==> config.mk <==
export PLATFORM = sky130hd
export DESIGN_NAME = digit_serial_subtractor
export DESIGN_NICKNAME = d
export VERILOG_FILES = /design/src/rtl/digit_serial_subtractor_pkg.sv /design/src/rtl/digit_serial_subtractor_sub_chunk.sv /design/src/rtl/digit_serial_subtractor.sv
export SDC_FILE = /design/constraint.sdc
export NUM_CORES = 1
export LEC_CHECK = 0
export ABC_AREA = 1
export BUFFER_PORTS_ARGS = -buffer_cell sky130_fd_sc_hd__buf_2
export CAP_MARGIN = 10
export CORE_ASPECT_RATIO = 1.1
export CORE_MARGIN = 2
export CORE_UTILIZATION = 40
export DETAILED_ROUTE_END_ITERATION = 8
export HOLD_SLACK_MARGIN = 0.03
export PLACE_DENSITY_LB_ADDON = 0.2
export SYNTH_ARGS = -nofsm -noshare
export SYNTH_HDL_FRONTEND = slang
export SYNTH_SLANG_ARGS = --single-unit
==> constraint.sdc <==
create_clock -name clk -period 2.1 [get_ports clk]
set_input_delay 0.525 -clock clk [delete_from_list [all_inputs] [get_ports clk]]
set_output_delay 0.525 -clock clk [all_outputs]
set_load 0.1 [all_outputs]
==> src/rtl/digit_serial_subtractor_pkg.sv <==
`default_nettype none
// ============================================================================
//  Module      : digit_serial_subtractor_pkg
//  Description : Shared state encoding and parameter helpers for the
//                digit-serial subtractor.
//  Revision    : 1.0 - initial release
// ============================================================================
package digit_serial_subtractor_pkg;

    // Operation sequencing: IDLE -> RUN -> DONE -> IDLE
    typedef enum logic [1:0] {
        ST_IDLE = 2'd0,
        ST_RUN  = 2'd1,
        ST_DONE = 2'd2
    } state_t;

    // Number of chunks needed to cover the full operand width
    function automatic int nch(input int width, input int chunk);
        return width / chunk;
    endfunction

    // A chunk size is legal only if it tiles the operand exactly
    function automatic bit chunk_ok(input int width, input int chunk);
        return (chunk > 0) && (chunk <= width) && ((width % chunk) == 0);
    endfunction

endpackage
`default_nettype wire

==> src/rtl/digit_serial_subtractor_sub_chunk.sv <==
`default_nettype none
// ============================================================================
//  Module      : sub_chunk
//  Description : Combinational CHUNK-bit subtract slice with borrow in/out,
//                built as a + ~b + ~bin so the carry out is the inverted borrow.
//  Revision    : 1.0 - initial release
// ============================================================================
module sub_chunk #(
    parameter int CHUNK = 8
) (
    input  logic [CHUNK-1:0] a,
    input  logic [CHUNK-1:0] b,
    input  logic             bin,
    output logic [CHUNK-1:0] d,
    output logic             bout
);

    logic [CHUNK:0] w_sum;

    // Two's-complement subtract: carry out of the adder is NOT borrow
    always_comb begin
        w_sum = {1'b0, a} + {1'b0, ~b} + {{CHUNK{1'b0}}, ~bin};
        d     = w_sum[CHUNK-1:0];
        bout  = ~w_sum[CHUNK];
    end

endmodule
`default_nettype wire

==> src/rtl/digit_serial_subtractor.sv <==
`default_nettype none
// ============================================================================
//  Module      : digit_serial_subtractor
//  Description : Multi-cycle WIDTH-bit subtractor, diff = in1 - in2 - bin,
//                processing CHUNK bits per clock, LSB chunk first, with a
//                one-shot start/done handshake.
//  Revision    : 1.0 - initial release
// ============================================================================
module digit_serial_subtractor
    import digit_serial_subtractor_pkg::*;
#(
    parameter int WIDTH = 64,
    parameter int CHUNK = 8
) (
    input  logic             clk,
    input  logic             rst_n,
    input  logic             start,
    input  logic [WIDTH-1:0] in1,
    input  logic [WIDTH-1:0] in2,
    input  logic             bin,
    output logic             busy,
    output logic             done,
    output logic [WIDTH-1:0] diff,
    output logic             bout,
    output logic             ovf
);

    localparam int c_nch  = nch(WIDTH, CHUNK);
    localparam int c_cntw = $clog2(c_nch) + 1;

    // Reject chunk sizes that do not tile the operand
    generate
        if (!chunk_ok(WIDTH, CHUNK)) begin : g_chunk_illegal
            $error("digit_serial_subtractor: WIDTH must be a multiple of CHUNK");
        end
    endgenerate

    state_t             r_state;
    logic [WIDTH-1:0]   r_a;        // minuend; result chunks shift in at the MSB
    logic [WIDTH-1:0]   r_b;        // subtrahend; shifts right, zero-filled
    logic               r_borrow;
    logic               r_a_msb;    // operand sign bits kept for overflow
    logic               r_b_msb;
    logic [c_cntw-1:0]  r_cnt;
    logic               r_busy;
    logic               r_done;
    logic [WIDTH-1:0]   r_diff;
    logic               r_bout;
    logic               r_ovf;

    logic [CHUNK-1:0]   w_d;
    logic               w_bout;
    logic [WIDTH-1:0]   w_a_next;
    logic               w_last;

    sub_chunk #(
        .CHUNK (CHUNK)
    ) u_sub_chunk (
        .a    (r_a[CHUNK-1:0]),
        .b    (r_b[CHUNK-1:0]),
        .bin  (r_borrow),
        .d    (w_d),
        .bout (w_bout)
    );

    // Next minuend register: drop the consumed chunk, insert the result chunk on top
    always_comb begin
        w_a_next = WIDTH'({w_d, r_a} >> CHUNK);
        w_last   = (r_cnt == c_cntw'(c_nch - 1));
    end

    // Sequencer, datapath registers and registered outputs
    always_ff @(posedge clk or negedge rst_n) begin
        if (!rst_n) begin
            r_state  <= ST_IDLE;
            r_a      <= '0;
            r_b      <= '0;
            r_borrow <= 1'b0;
            r_a_msb  <= 1'b0;
            r_b_msb  <= 1'b0;
            r_cnt    <= '0;
            r_busy   <= 1'b0;
            r_done   <= 1'b0;
            r_diff   <= '0;
            r_bout   <= 1'b0;
            r_ovf    <= 1'b0;
        end else begin
            case (r_state)
                ST_IDLE, ST_DONE: begin
                    r_done <= 1'b0;
                    if (start) begin
                        r_a      <= in1;
                        r_b      <= in2;
                        r_borrow <= bin;
                        r_a_msb  <= in1[WIDTH-1];
                        r_b_msb  <= in2[WIDTH-1];
                        r_cnt    <= '0;
                        r_busy   <= 1'b1;
                        r_state  <= ST_RUN;
                    end else begin
                        r_state  <= ST_IDLE;
                    end
                end
                ST_RUN: begin
                    r_a      <= w_a_next;
                    r_b      <= r_b >> CHUNK;
                    r_borrow <= w_bout;
                    r_cnt    <= r_cnt + 1'b1;
                    if (w_last) begin
                        r_diff  <= w_a_next;
                        r_bout  <= w_bout;
                        r_ovf   <= (r_a_msb ^ r_b_msb) & (r_a_msb ^ w_d[CHUNK-1]);
                        r_done  <= 1'b1;
                        r_busy  <= 1'b0;
                        r_state <= ST_DONE;
                    end
                end
                default: begin
                    r_state <= ST_IDLE;
                    r_busy  <= 1'b0;
                    r_done  <= 1'b0;
                end
            endcase
        end
    end

    assign busy = r_busy;
    assign done = r_done;
    assign diff = r_diff;
    assign bout = r_bout;
    assign ovf  = r_ovf;

endmodule
`default_nettype wire

# After elaboration in Yosys (flattened, before gate mapping)
# Index checks and enable logic that the tools add are counted.
# op_classes
n_addsub	3
reduce_logical	7
bitwise_logic	6
n_eq_ne	5
muxes	16
# op_table
cell	count
64-bit one-hot mux with 2 select lines	2
64-bit two-way mux	2
8-bit by 8-bit adder with 9-bit output	1
9-bit by 1-bit adder with 9-bit output	1
8-bit NOT	1
4-bit one-hot mux with 2 select lines	1
2-bit AND reduction	4
1-bit two-way mux	6
4-bit by 1-bit adder with 4-bit output, second input constant	1
4-bit by 3-bit equality test with 1-bit output, second input constant	1
4-bit two-way mux	1
2-bit != test, second input constant	2
1-bit one-hot mux with 2 select lines	2
2-bit one-hot mux with 2 select lines	1
2-bit by 1-bit equality test with 1-bit output, second input constant	1
2-bit equality test, second input constant	1
2-bit zero test	1
2-bit two-way mux	1
1-bit NOT	2
2-bit nonzero test	1
2-bit OR reduction	1
1-bit XOR	2
1-bit AND	1
# totals
reg_bits	205
elab_cells	49
output_inout_bits	68

# Depth between registers and ports, before layout
# logic_depth
depth_word	5
ltp_mapped	11
ltp_nobuf	11

# By module
# From an unflattened synthesis, not the netlist that was laid out.
# hier_totals
hier_cells	1318
hier_area_um2	9535.4
# by_module_without_submodules
mod	area_per_inst_um2	cells_each	n_inst	seq_area_each_um2
digit_serial_subtractor	9128.8	1250	1	5104.9
sub_chunk	406.6	68	1	0.0

# Worst setup path before layout
# Ideal clock, no wire load.
# synth_timing
path_type	reg2reg
start	register done (netlist name)
end	register r_bout (netlist: bout)
setup_slack_ns	0.042
synth_period_minus_slack_ns	2.058
path_stages_with_launch	11
arrival_ns	1.938
path_cell_list	dfrtp_1 -> nor2_4 -> inv_2 -> nor2_2 -> nor2_4 -> inv_2 -> buf_4 -> buf_6 -> buf_6 -> nand2_1 -> nand2_1
# synth_lines
item	line	rtl
end signal: assignment	digit_serial_subtractor.sv:111	r_bout <= w_bout;
end: declaration	digit_serial_subtractor.sv:48	logic r_bout;

# Worst setup path in the final report
# layout_timing
start	register r_borrow
end	register r_borrow
# layout_between
elab_chain_len	4
# layout_rtl
item	line	rtl
start: declaration	digit_serial_subtractor.sv:41	logic r_borrow;
start signal: assignment	digit_serial_subtractor.sv:94	r_borrow <= bin;
start signal: assignment	digit_serial_subtractor.sv:107	r_borrow <= w_bout;
1-bit NOT	digit_serial_subtractor_sub_chunk.sv:22	w_sum = {1'b0, a} + {1'b0, ~b} + {{CHUNK{1'b0}}, ~bin};
9-bit by 1-bit adder with 9-bit output	digit_serial_subtractor_sub_chunk.sv:22	
1-bit NOT	digit_serial_subtractor_sub_chunk.sv:24	bout = ~w_sum[CHUNK];
1-bit one-hot mux with 2 select lines	digit_serial_subtractor.sv:88	case (r_state)
# No other way between the ends.
# A chain may end at the register's enable or synchronous reset.

==> summary.md <==
| Metric | Value |
|---|---|
| Status | `finished clean` |
| Minimum clock period | `1.92 ns` |
| Top post-synthesis cells by area | `dfrtp_1 (60%), nand2_1 (15%), o221ai_1 (4.7%)` |
| DRC viols | `0` |
| Aggregate global routing overflow | `0` |
| Unrepaired setup endpoints after global routing | `no` |
| Slew headroom | `0.617` |
| Fin. max-slew vios | `0` |
| Mapped Cells | `937` |
| Most common library cells after synthesis | `nand2_1 (353), dfrtp_1 (204), inv_1 (80)` |
| Vias per cell | `4.88` |
| CP Capture Type | `flip-flop` |
| Worst skew pair latency | `0.50 ns` |
| Initial antenna violation count | `3` |
| Avg Inst Size Synth | `9.15 um2` |
| Initial Util | `0.405` |
| FF-to-FF path depth | `10` |
| Top-area cell type share of the netlist area | `0.595` |
| # rows | `56` |
| WS Path Type | `flip-flop to flip-flop` |
| Root Driver | `clkbuf_16` |
| Final setup fails | `0` |
| Final Hold Viols | `0` |
| Seq/Total Area, Yosys | `0.595` |
| Final Cycle Share | `0.914` |
| Setup TNS | `0 ns` |
| Synth area leader | `dfrtp_1` |
| Clock skew | `0.0111 ns` |
| Clk slew on worst S/H paths | `0.06 ns` |
| Nets | `1267` |
| Vias post-DR | `6987` |
| Clock tree buffer depth | `3` |
| Chip height | `158 um` |
| Yosys warning count | `0` |
| IO Pins | `200` |
| Post-synth EDFFs | `0` |
| Post-synth cell types | `28` |
| Fmax achieved | `521 MHz` |
| Placer Congestion | `0.795` |
| Area Overhead vs Synth | `24.9%` |
| Die width | `144 um` |
| Cell Area, Synth | `8570 um2` |
| Die area | `22600 um2` |
| Largest net degree at the start of global routing | `132` |
| Hold slack | `0.240 ns` |
| Top-count cell post-synth | `nand2_1` |
| Initial drt markers | `290` |
| H-tree levels | `1` |
| Worst endpoint required time | `2.54 ns` |
| Crit Path Max Fanout | `3` |
| WL per Instance | `15.7 um` |
| Fillcell total | `2079` |
| TritonCTS buffer count | `22` |
| Total clock sinks | `204` |
| Port Buf Inserts | `199` |
| Synthesized Nets | `1079` |
| Least-Margin Pin Slew | `0.575 ns` |
| HPWL after DPL | `15.5 mm` |
| CTS tree | `done` |
| First-pass GRT wire length | `36.2 mm` |
| Vias in the first global route | `6812` |
| Hold Path Cell Cnt | `3` |
| Pre-antenna DRT Iters | `5` |
| Number of max-cap violations | `0` |
| Worst hold path class | `input pin to flip-flop` |
| Final ANT Viol Nets | `0` |
| Startpoint Class | `flip-flop` |
| Total GRT Usage | `0.202` |
| Fraction of registers with async set/reset | `1.00` |
| Setup Fix Bufs, Post-CTS | `0` |
| Final WL | `22.4 mm` |
| Share of cells above drive strength 1 | `0.233` |
| Seq cells post-synth | `204` |
| Pre-CTS WS | `0.0206 ns` |
| Predominant post-synthesis flop cell | `dfrtp_1` |
| Core area | `21200 um2` |
| Final Worst Setup Slack | `0.181 ns` |
| CP arrival | `2.36 ns` |
[timing repair]
action | in CTS | in global routing
gates resized for setup | 1 | 2
pin swaps | 0 | 2
setup endpoints to repair | 2 | 5
hold buffers | 1 | 0
endpoints found under the hold margin | 42 | 0
[worst paths after layout]
check                      startpoint        to  slack [ns]
max                          r_borrow  r_borrow        0.18
min                           in2[33]   r_b[33]        0.24
max reg2reg                  r_borrow  r_borrow        0.18
min reg2reg                  diff[52]  diff[52]        0.47
max in group asynchronous       rst_n   r_a[42]        0.93
min in group asynchronous       rst_n  diff[23]        0.54
[area by class of cell]
cell class	instances	area, um2	area share
inverters	83	313	0.0292
clock inverters	7	88.8	0.00829
flip-flops and latches	204	5100	0.477
well taps	290	363	0.0339
multi-input cells	595	2920	0.273
repair buffers	219	1240	0.116
clock buffers	33	673	0.0628
diodes	1	2.50	0.000234
[per-stage QoR]
| stage | instances | utilization | area (um2) |
|---|---|---|---|
| after global placement | 1390 | 0.469 | 9930 |
| after detailed placement | 1390 | 0.469 | 9930 |
| after global routing | 1432 | 0.506 | 10700 |
| after floorplan | 937 | - | 8570 |
| after CTS | 1431 | 0.506 | 10700 |
| final | 1432 | 0.506 | 10700 |
[metal layers]
| layer | track usage | part of all wire | up-vias | wire (um) |
|---|---|---|---|---|
| met3 | 0.0414 | 0.072 | 43 | 1610 |
| met5 | 0 | 0.00058 | - | 13 |
| met1 | 0.278 | 0.43 | 3281 | 9640 |
| li1 | - | - | 3447 | - |
| met4 | 0.0654 | 0.028 | 2 | 622 |
| met2 | 0.320 | 0.47 | 214 | 10600 |
[cell usage in the layout, fill, tap and decap left out, types with 8 or more instances in the layout]
| cell type | n |
|---|---|
| o21ai_0 | 57 |
| buf_4 | 12 |
| o211ai_1 | 24 |
| o221ai_1 | 46 |
| buf_2 | 198 |
| nand3_1 | 63 |
| inv_1 | 79 |
| nand2_1 | 352 |
| ha_1 | 8 |
| a22o_1 | 8 |
| nor2_1 | 9 |
| clkbuf_16 | 23 |
| dfrtp_1 | 204 |
[logic make-up (layout without fill, tap and decap cells)]
| kind of cell | after synthesis | after routing | share of synthesized area |
|---|---|---|---|
| xor+xnor | 3 | 3 | 0.00306 |
| fa+ha+maj | 10 | 10 | 0.0163 |
| compound gates | 150 | 150 | 0.118 |
| other cells | 0 | 1 | 0 |
| buf+inv | 138 | 342 | 0.0657 |
| simple gates | 432 | 432 | 0.201 |
| flops | 204 | 204 | 0.595 |
[sequential cells by signal, indices dropped and copies added (netlist names)]
name      cells
r_b          64
r_a_msb       1
r_borrow      1
r_b_msb       1
ovf           1
r_state       1
busy          1
r_a          64
done          1
bout          1
diff         64
r_cnt         4
[critical path, cell delays in order (launching register included)]
cell and delay, ns:
dfrtp_1 0.32, inv_1 0.06, fa_2 0.40, fa_1 0.39
nand2_1 0.07, nand2_1 0.07, a21oi_2 0.20, o21ai_1 0.10
nand3_1 0.11, nand3_1 0.08, nand2_1 0.07
Power is left out: the tool's default activity adds up to more than one toggle a clock period on the data nets, which glitch-free logic cannot reach.
